[src/rtl/debounce_ctrl_pkg.sv]
// Shared definitions for the push-button debouncer: FSM state encodings and a
// constant-width helper.
package debounce_ctrl_pkg;

   typedef enum logic [1:0] {
      ST_IDLE  = 2'd0,
      ST_PRESS = 2'd1,
      ST_LONG  = 2'd2
   } state_t;

   // Bits needed to hold values 0..value-1 (minimum 1).
   function automatic int clog2(input int value);
      int r;
      r = 1;
      for (int i = 1; i < 31; i++) begin
         if ((1 << i) < value) r = i + 1;
      end
      return r;
   endfunction

endpackage

[src/rtl/debounce_ctrl_tick_gen.sv]
// Free-running divider: one-cycle strobe every SAMPLE_DIV clocks. Also usable
// for display scan timing.
module tick_gen
   import debounce_ctrl_pkg::*;
#(
   parameter int SAMPLE_DIV = 100000
) (
   input  logic clk,
   input  logic rst_n,
   output logic o_tick
);

   localparam int CW = clog2(SAMPLE_DIV);
   localparam logic [CW-1:0] LAST = CW'(SAMPLE_DIV - 1);

   logic [CW-1:0] r_cnt;

   always_ff @(posedge clk or negedge rst_n) begin
      if (!rst_n) begin
         r_cnt <= '0;
      end else if (r_cnt == LAST) begin
         r_cnt <= '0;
      end else begin
         r_cnt <= r_cnt + CW'(1);
      end
   end

   assign o_tick = (r_cnt == LAST);

endmodule

[src/rtl/debounce_ctrl.sv]
// Push-button conditioner: 2-FF synchroniser, sampled shift-window filter and
// an IDLE/PRESS/LONG FSM that flags long presses.
module debounce_ctrl
   import debounce_ctrl_pkg::*;
#(
   parameter int SAMPLE_DIV = 100000,
   parameter int DEPTH      = 4,
   parameter int HOLD_TICKS = 1000
) (
   input  logic       clk,
   input  logic       rst_n,
   input  logic       i_pb_raw,
   output logic       o_pb_debounced,
   output logic       o_long_press,
   output logic       o_sample_tick,
   output logic [1:0] o_dbg_state
);

   localparam int HW = clog2(HOLD_TICKS + 1);
   localparam logic [HW-1:0] HOLD_LAST = HW'(HOLD_TICKS - 1);

   logic             w_tick;
   logic [DEPTH-1:0] w_win_next;
   logic             r_s1;
   logic             r_s2;
   logic [DEPTH-1:0] r_win;
   logic             r_level;
   logic             r_long;
   logic [HW-1:0]    r_hold;
   state_t           r_state;

   tick_gen #(.SAMPLE_DIV(SAMPLE_DIV)) u_tick_gen (
      .clk   (clk),
      .rst_n (rst_n),
      .o_tick(w_tick)
   );

   assign w_win_next = {r_win[DEPTH-2:0], r_s2};

   // Level follows the window only when every sample agrees; mixed windows hold.
   always_ff @(posedge clk or negedge rst_n) begin
      if (!rst_n) begin
         r_s1    <= 1'b0;
         r_s2    <= 1'b0;
         r_win   <= '0;
         r_level <= 1'b0;
      end else begin
         r_s1 <= i_pb_raw;
         r_s2 <= r_s1;
         if (w_tick) begin
            r_win <= w_win_next;
            if (&w_win_next) begin
               r_level <= 1'b1;
            end else if (~|w_win_next) begin
               r_level <= 1'b0;
            end
         end
      end
   end

   // Release is tested before the hold-count tick so it always wins.
   always_ff @(posedge clk or negedge rst_n) begin
      if (!rst_n) begin
         r_state <= ST_IDLE;
         r_hold  <= '0;
         r_long  <= 1'b0;
      end else begin
         case (r_state)
            ST_IDLE: begin
               r_hold <= '0;
               r_long <= 1'b0;
               if (r_level) r_state <= ST_PRESS;
            end
            ST_PRESS: begin
               if (!r_level) begin
                  r_state <= ST_IDLE;
                  r_hold  <= '0;
               end else if (w_tick) begin
                  r_hold <= r_hold + HW'(1);
                  if (r_hold == HOLD_LAST) begin
                     r_state <= ST_LONG;
                     r_long  <= 1'b1;
                  end
               end
            end
            ST_LONG: begin
               if (!r_level) begin
                  r_state <= ST_IDLE;
                  r_hold  <= '0;
                  r_long  <= 1'b0;
               end
            end
            default: begin
               r_state <= ST_IDLE;
               r_hold  <= '0;
               r_long  <= 1'b0;
            end
         endcase
      end
   end

   assign o_pb_debounced = r_level;
   assign o_long_press   = r_long;
   assign o_sample_tick  = w_tick;
   assign o_dbg_state    = r_state;

endmodule
[config.mk]
export PLATFORM = sky130hd
export DESIGN_NAME = debounce_ctrl
export DESIGN_NICKNAME = d
export VERILOG_FILES = /design/src/rtl/debounce_ctrl_pkg.sv /design/src/rtl/debounce_ctrl_tick_gen.sv /design/src/rtl/debounce_ctrl.sv
export SDC_FILE = /design/constraint.sdc
export NUM_CORES = 1
export LEC_CHECK = 0
export ABC_AREA = 1
export BUFFER_PORTS_ARGS = -buffer_cell sky130_fd_sc_hd__buf_2
export CAP_MARGIN = 5
export CORE_MARGIN = 10
export CORE_UTILIZATION = 40
export CTS_BUF_LIST = sky130_fd_sc_hd__clkbuf_16
export DETAILED_ROUTE_END_ITERATION = 10
export PLACE_DENSITY = 0.57
export SLEW_MARGIN = 5
export SYNTH_ARGS = -nofsm -noshare
export SYNTH_HDL_FRONTEND = slang
export SYNTH_SLANG_ARGS = --single-unit
[constraint.sdc]
create_clock -name clk -period 2.15 [get_ports clk]
set_input_delay 0.43 -clock clk [delete_from_list [all_inputs] [get_ports clk]]
set_output_delay 0.43 -clock clk [all_outputs]
set_load 0.03 [all_outputs]
# ---- After elaboration in Yosys (flattened, before gate mapping)
# Cells that the tools add are included.
dict set report op_classes {
  n_reduce_logical 7
  div 0
  bitwise 0
  n_eq_ne 12
  add_sub_neg 2
  mul 0
  magnitude_cmp 0
  mux 18
  n_shift 0
}
# operator n
set op_table {}
lappend op_table {{2-to-1 mux 10 bit} 3}
lappend op_table {{one-hot mux 10 bit (2 select lines)} 1}
lappend op_table {{adder 17 x 1 -> 17 bit (second input constant)} 1}
lappend op_table {{equality test 17 bit (second input constant)} 1}
lappend op_table {{2-to-1 mux 17 bit} 1}
lappend op_table {{!= test 2 bit (second input constant)} 6}
lappend op_table {{AND reduction 4 bit} 3}
lappend op_table {{adder 10 x 1 -> 10 bit (second input constant)} 1}
lappend op_table {{equality test 10 bit (second input constant)} 1}
lappend op_table {{2-to-1 mux 2 bit} 5}
lappend op_table {{2-to-1 mux 1 bit} 6}
lappend op_table {{!= test 3 bit (second input constant)} 2}
lappend op_table {{one-hot mux 2 bit (3 select lines)} 1}
lappend op_table {{AND reduction 2 bit} 2}
lappend op_table {{OR reduction 4 bit} 1}
lappend op_table {{equality test 2 x 1 -> 1 bit (second input constant)} 1}
lappend op_table {{equality test 2 bit (second input constant)} 1}
lappend op_table {{zero test 2 bit} 1}
lappend op_table {{one-hot mux 1 bit (2 select lines)} 1}
dict set report totals {
  regBits 36
  memories 0
  ramBits 0
  mem_bits_ro 0
  word_cells 47
  latchBits 0
}

# ---- Depth between registers and ports, before layout
dict set report logic_depth {
  depth_word 5
  mapped_depth 10
  ltp_nobuf 10
}

# ---- Cells and area by module
# From an unflattened synthesis, not the netlist that was laid out.
dict set report unflattened {
  hier_cells 264
  hier_area_um2 1973.1
}
# mod seq_area_each_um2 cells_each area_per_inst_um2 n_inst
set modules_own_cells {}
lappend modules_own_cells {debounce_ctrl 475.5 126 994.7 1}
lappend modules_own_cells {tick_gen 425.4 138 978.4 1}

# ---- Worst setup path before layout
# Ideal clock, no wire load.
dict set report synth_path {
  path_kind {register to output}
  startpoint {register u_tick_gen.r_cnt[0]}
  endpoint {output o_sample_tick}
  path_slack_ns -0.022
  t_arrival_ns 1.742
  path_stages_with_launch 6
  t_required_ns 1.720
  path_cell_list {dfrtp_1 -> ha_1 -> nand2_1 -> inv_2 -> nand2_2 -> nor4_1}
}
dict set report synth_between {
  elab_chain_len 1
}
# element line
set synth_lines {}
lappend synth_lines {{start: declaration} debounce_ctrl_tick_gen.sv:16} ;# logic [CW-1:0] r_cnt;
lappend synth_lines {{start signal: assignment} debounce_ctrl_tick_gen.sv:24} ;# r_cnt <= r_cnt + CW'(1);
lappend synth_lines {{equality test 17 bit} debounce_ctrl_tick_gen.sv:28} ;# assign o_tick = (r_cnt == LAST);
lappend synth_lines {{end: declaration} debounce_ctrl.sv:15} ;# output logic o_sample_tick,
# No other way between the ends.

# ---- Worst setup path after layout
dict set report layout_path {
  startpoint {register u_tick_gen.r_cnt[6]}
  endpoint {output o_sample_tick}
}
# The elaborated chain is that of the path after synthesis.

==> impl.org <==
** Status
- Outcome :: completed

** Clock tree
- The number of clock buffers added by TritonCTS is 5.
- Master cell of the clock root buffer :: clkbuf_16
- Clock H-tree levels :: 2
- The tree built by TritonCTS fans out to 36 sinks.
- Hold bufs inserted after CTS :: 0
- The longest clock path from root to sink contains 2 buffers.
- TritonCTS clock tree :: built
- The later pin in the worst-skew pair is clocked with a latency of 0.28 ns.
- CTS clk-pin slew, worst paths :: 0.06 ns

** Die
- The initial utilization of the core area, before any placement, comes to 0.417.
- The floorplan step set the die height to 93.5 um.
- In this run the count of I/O pins placed on the die edge is 8.
- The die is 93.5 um wide.
- The die covers 8730 um2.
- Core area :: 5170 um2
- In this run the core area contains 26 standard-cell rows.

** Placement
- Including well taps, the total number of placed cells is between 300 and 400.
- Timing analysis after detailed placement gives a worst setup slack of 0.392 ns.
- The HPWL after detailed placement is 3.29 mm.
- Final GP Congestion :: 0.836
- Port-buffer cells :: 7

** STA
- Highest clock frequency the design can meet :: 485 MHz
- Final setup violation count :: 0
- Post-route worst setup slack :: around 0.09 ns
- Clock skew on the completed layout was measured at 0.00723 ns.
- Setup tns final :: 0 ns
- Of the available clock period, the critical path in the final layout requires 0.958.
- Hold is met by approximately 0.25 ns.
- Measured against its own limit, the worst slew margin works out to 0.434.
- Max-slew violation count :: 0
- Min cycle time layout :: 2.06 ns
- The number of hold violations in the final report is 0.
- For the pin with the worst max-slew slack, the measured transition is between 0.8 and 0.9 ns.

** Critical path
- Reg2Reg Setup Slack :: 0.39 ns
- Data on the critical path is required at its endpoint by 1.72 ns.
- Setup crit end kind :: output pin
- Critical Setup Path Class :: reg -> out
- For the worst setup path, the data arrival time is 1.63 ns.
- Critical Path Start Type :: flip-flop
- Along the worst path, the maximum fanout reaches 4.

** Logic synthesis
- After synthesis, the largest family of logic cells by area is simple AND/OR/NAND/NOR gates.
- Of the total synthesized cell area, the portion taken by full adders, half adders and majority gates is 0.0116.
- Number of distinct library cells after synthesis :: 29
- Synth warnings :: 0
- Synth Area in XOR/XNOR :: 0.0406
- Each instance of the synthesized netlist takes up on average ~7.3 um2.
- The portion of synthesized area spent on multiplexers is 0.
- Synthesis produced a netlist whose cell count is 294.
- Share of the synthesized area in compound gates (AO/OA/AOI/OAI) :: 0.0278
- Netlist area before placement :: 2160 um2
- Basic-gate share of the synthesized area counting and, or, nand and nor cells :: 0.409
- Share of the yosys chip area belonging to registers :: 0.417
- Synthesis inferred 36 register bits.
- Counting every net in the synthesized netlist gives 299.

** Global route
- Number of global-route vias before repair :: 1,713
- In the global route stage, overall resource usage came out at 0.114.
- Entering global routing, the biggest net connects 37 pins.
- Gr ovfl total :: 0
- The first global-routing pass estimated between 8 and 9 mm of wire.
- The initial antenna violation count came to 0.

** Min path
- Tightest Hold Check Type :: in -> async

** Detailed routing
- Using the TritonRoute via totals, the vias-per-cell ratio works out to 4.80.
- Summed over all layers, the routed wires come to 4.66 mm.
- Number of remaining DRC errors :: 0
- Routed WL per cell :: 12.4 um
- In this run, the number of DRC markers left after iteration 0 of detailed routing was 114.
- Total iterations of the first detailed-routing run :: 4
- Across all layers, the routed design uses 1,804 vias.
- Antenna viol nets, final :: 0

** Final layout
- The area growth from synthesis to layout is 12.8%.
- Share of final-layout standard cells stronger than drive strength 1 :: 0.124
- Final net count :: 310
- Most frequent standard cell in the layout excluding fill and tap cells :: nand2_1
- In the layout the commonest cells are nand2_1 (71), nor2_1 (47), inv_1 (36), dfrtp_1 (36), nand3_1 (33).
- After filler insertion, the fill cell instance count of the layout stands at a little over 500.
- The finished layout holds 376 standard cells, fillers aside.
- The repair_antennas step left the layout with diodes totalling 0.

** Pwr
- In this run the power density over the cells is about 620 nW/um2.
- The worst-case IR drop observed on VDD is 0.318 mV.
- For this design the static power due to leakage is between 0.001 and 0.0015 uW.

** Run
- Max-cap violations in this run came to 0.
worst max-delay path, cell delays in order (launching register included):
cell     delay (ns)
dfrtp_1        0.40
inv_1          0.14
nand2_2        0.08
nor2_1         0.10
nand2_1        0.12
nor4_4         0.32
buf_6          0.18
cell type report:
cell class                 instances  area, um2  share of cell area
clock buffer                       5        125              0.0514
clock inverter                     3       38.8              0.0159
inverter                          42        163              0.0668
multi-input combinational        212       1070               0.440
sequential                        36        901               0.370
tap                               70       87.6              0.0360
timing repair buffer               8       48.8              0.0200
worst paths after layout:
| path | from | end | cells after the start |
|---|---|---|---|
| worst min-delay path | rst_n | o_long_press$_DFFE_PN0P_ | 1 |
| max in group asynchronous | rst_n | o_dbg_state[0]$_DFFE_PN0P_ | 1 |
| worst max-delay path | u_tick_gen.r_cnt[6]$_DFF_PN0_ | o_sample_tick | 6 |
| worst min register to register | r_s1$_DFF_PN0_ | r_s2$_DFF_PN0_ | 0 |
| min in group clk | i_pb_raw | r_s1$_DFF_PN0_ | 1 |
| worst max register to register | u_tick_gen.r_cnt[6]$_DFF_PN0_ | r_hold[8]$_DFFE_PN0P_ | 9 |
routing by layer:
metal / vias to the layer above / GRT usage / share of wire
met5: - / 0 / 0
met4: 0 / 0.0450 / 0.010
met3: 5 / 0.0312 / 0.038
met2: 29 / 0.171 / 0.44
met1: 817 / 0.150 / 0.51
li1: 953 / - / -
flip-flops by register name, summed over array words and instances (netlist names):
register	flops
o_dbg_state	2
u_tick_gen.r_cnt	17
o_pb_debounced	1
r_s2	1
o_long_press	1
r_hold	10
r_win	3
r_s1	1
metrics by stage:
| step | util | cell area (um2) | power (uW) |
|---|---|---|---|
| 4_1_cts | 0.468 | 2420 | 1540 |
| 5_1_grt | 0.471 | 2430 | 1570 |
| 2_1_floorplan | - | 2160 | 694 |
| 3_3_place_gp | 0.436 | 2260 | 710 |
| 3_5_place_dp | 0.436 | 2260 | 710 |
| 6_report | 0.471 | 2430 | 1520 |
cells in the mapped netlist:
cell	number	area (um2)
nand2_1	71	267
nor4_1	2	12.5
o21ai_1	1	5.00
nand3_2	3	30.0
buf_6	3	33.8
nor3_4	1	16.3
nor2_2	1	6.26
a21o_1	1	7.51
buf_2	1	5.00
nand3_1	33	165
xor2_1	8	70.1
xnor2_1	2	17.5
nor3_2	1	10.0
dfrtp_1	36	901
ha_1	2	25.0
o21bai_1	1	7.51
nand2_2	5	31.3
inv_2	6	22.5
o21ai_0	5	25.0
inv_1	35	131
nor2_1	47	176
nand4_1	10	62.6
a21oi_1	3	15.0
inv_6	1	8.76
or2_0	1	6.26
nor2_4	3	33.8
nand2_4	1	11.3
nor3_1	8	40.0
nor3b_1	2	15.0
where the power goes:
part	switching [uW]	internal, uW
clock	282	541
combinational	14.2	1.85
sequential	0.994	680
total	298	1220
logic make-up (layout without fill, tap and decap cells):
family,after synthesis,in the layout
DFF,36,36
and+or+nand+nor,189,189
AOI/OAI and AO/OA,11,11
adders and majority gates,2,2
xor gates and xnor gates,10,10
buffers and inverters,46,58
timing repair:
item                       in CTS  in global routing
resized for setup               0                  4
buffers inserted                0                  0
setup endpoints to repair       0                  1
(Power assumes the default switching activity.)
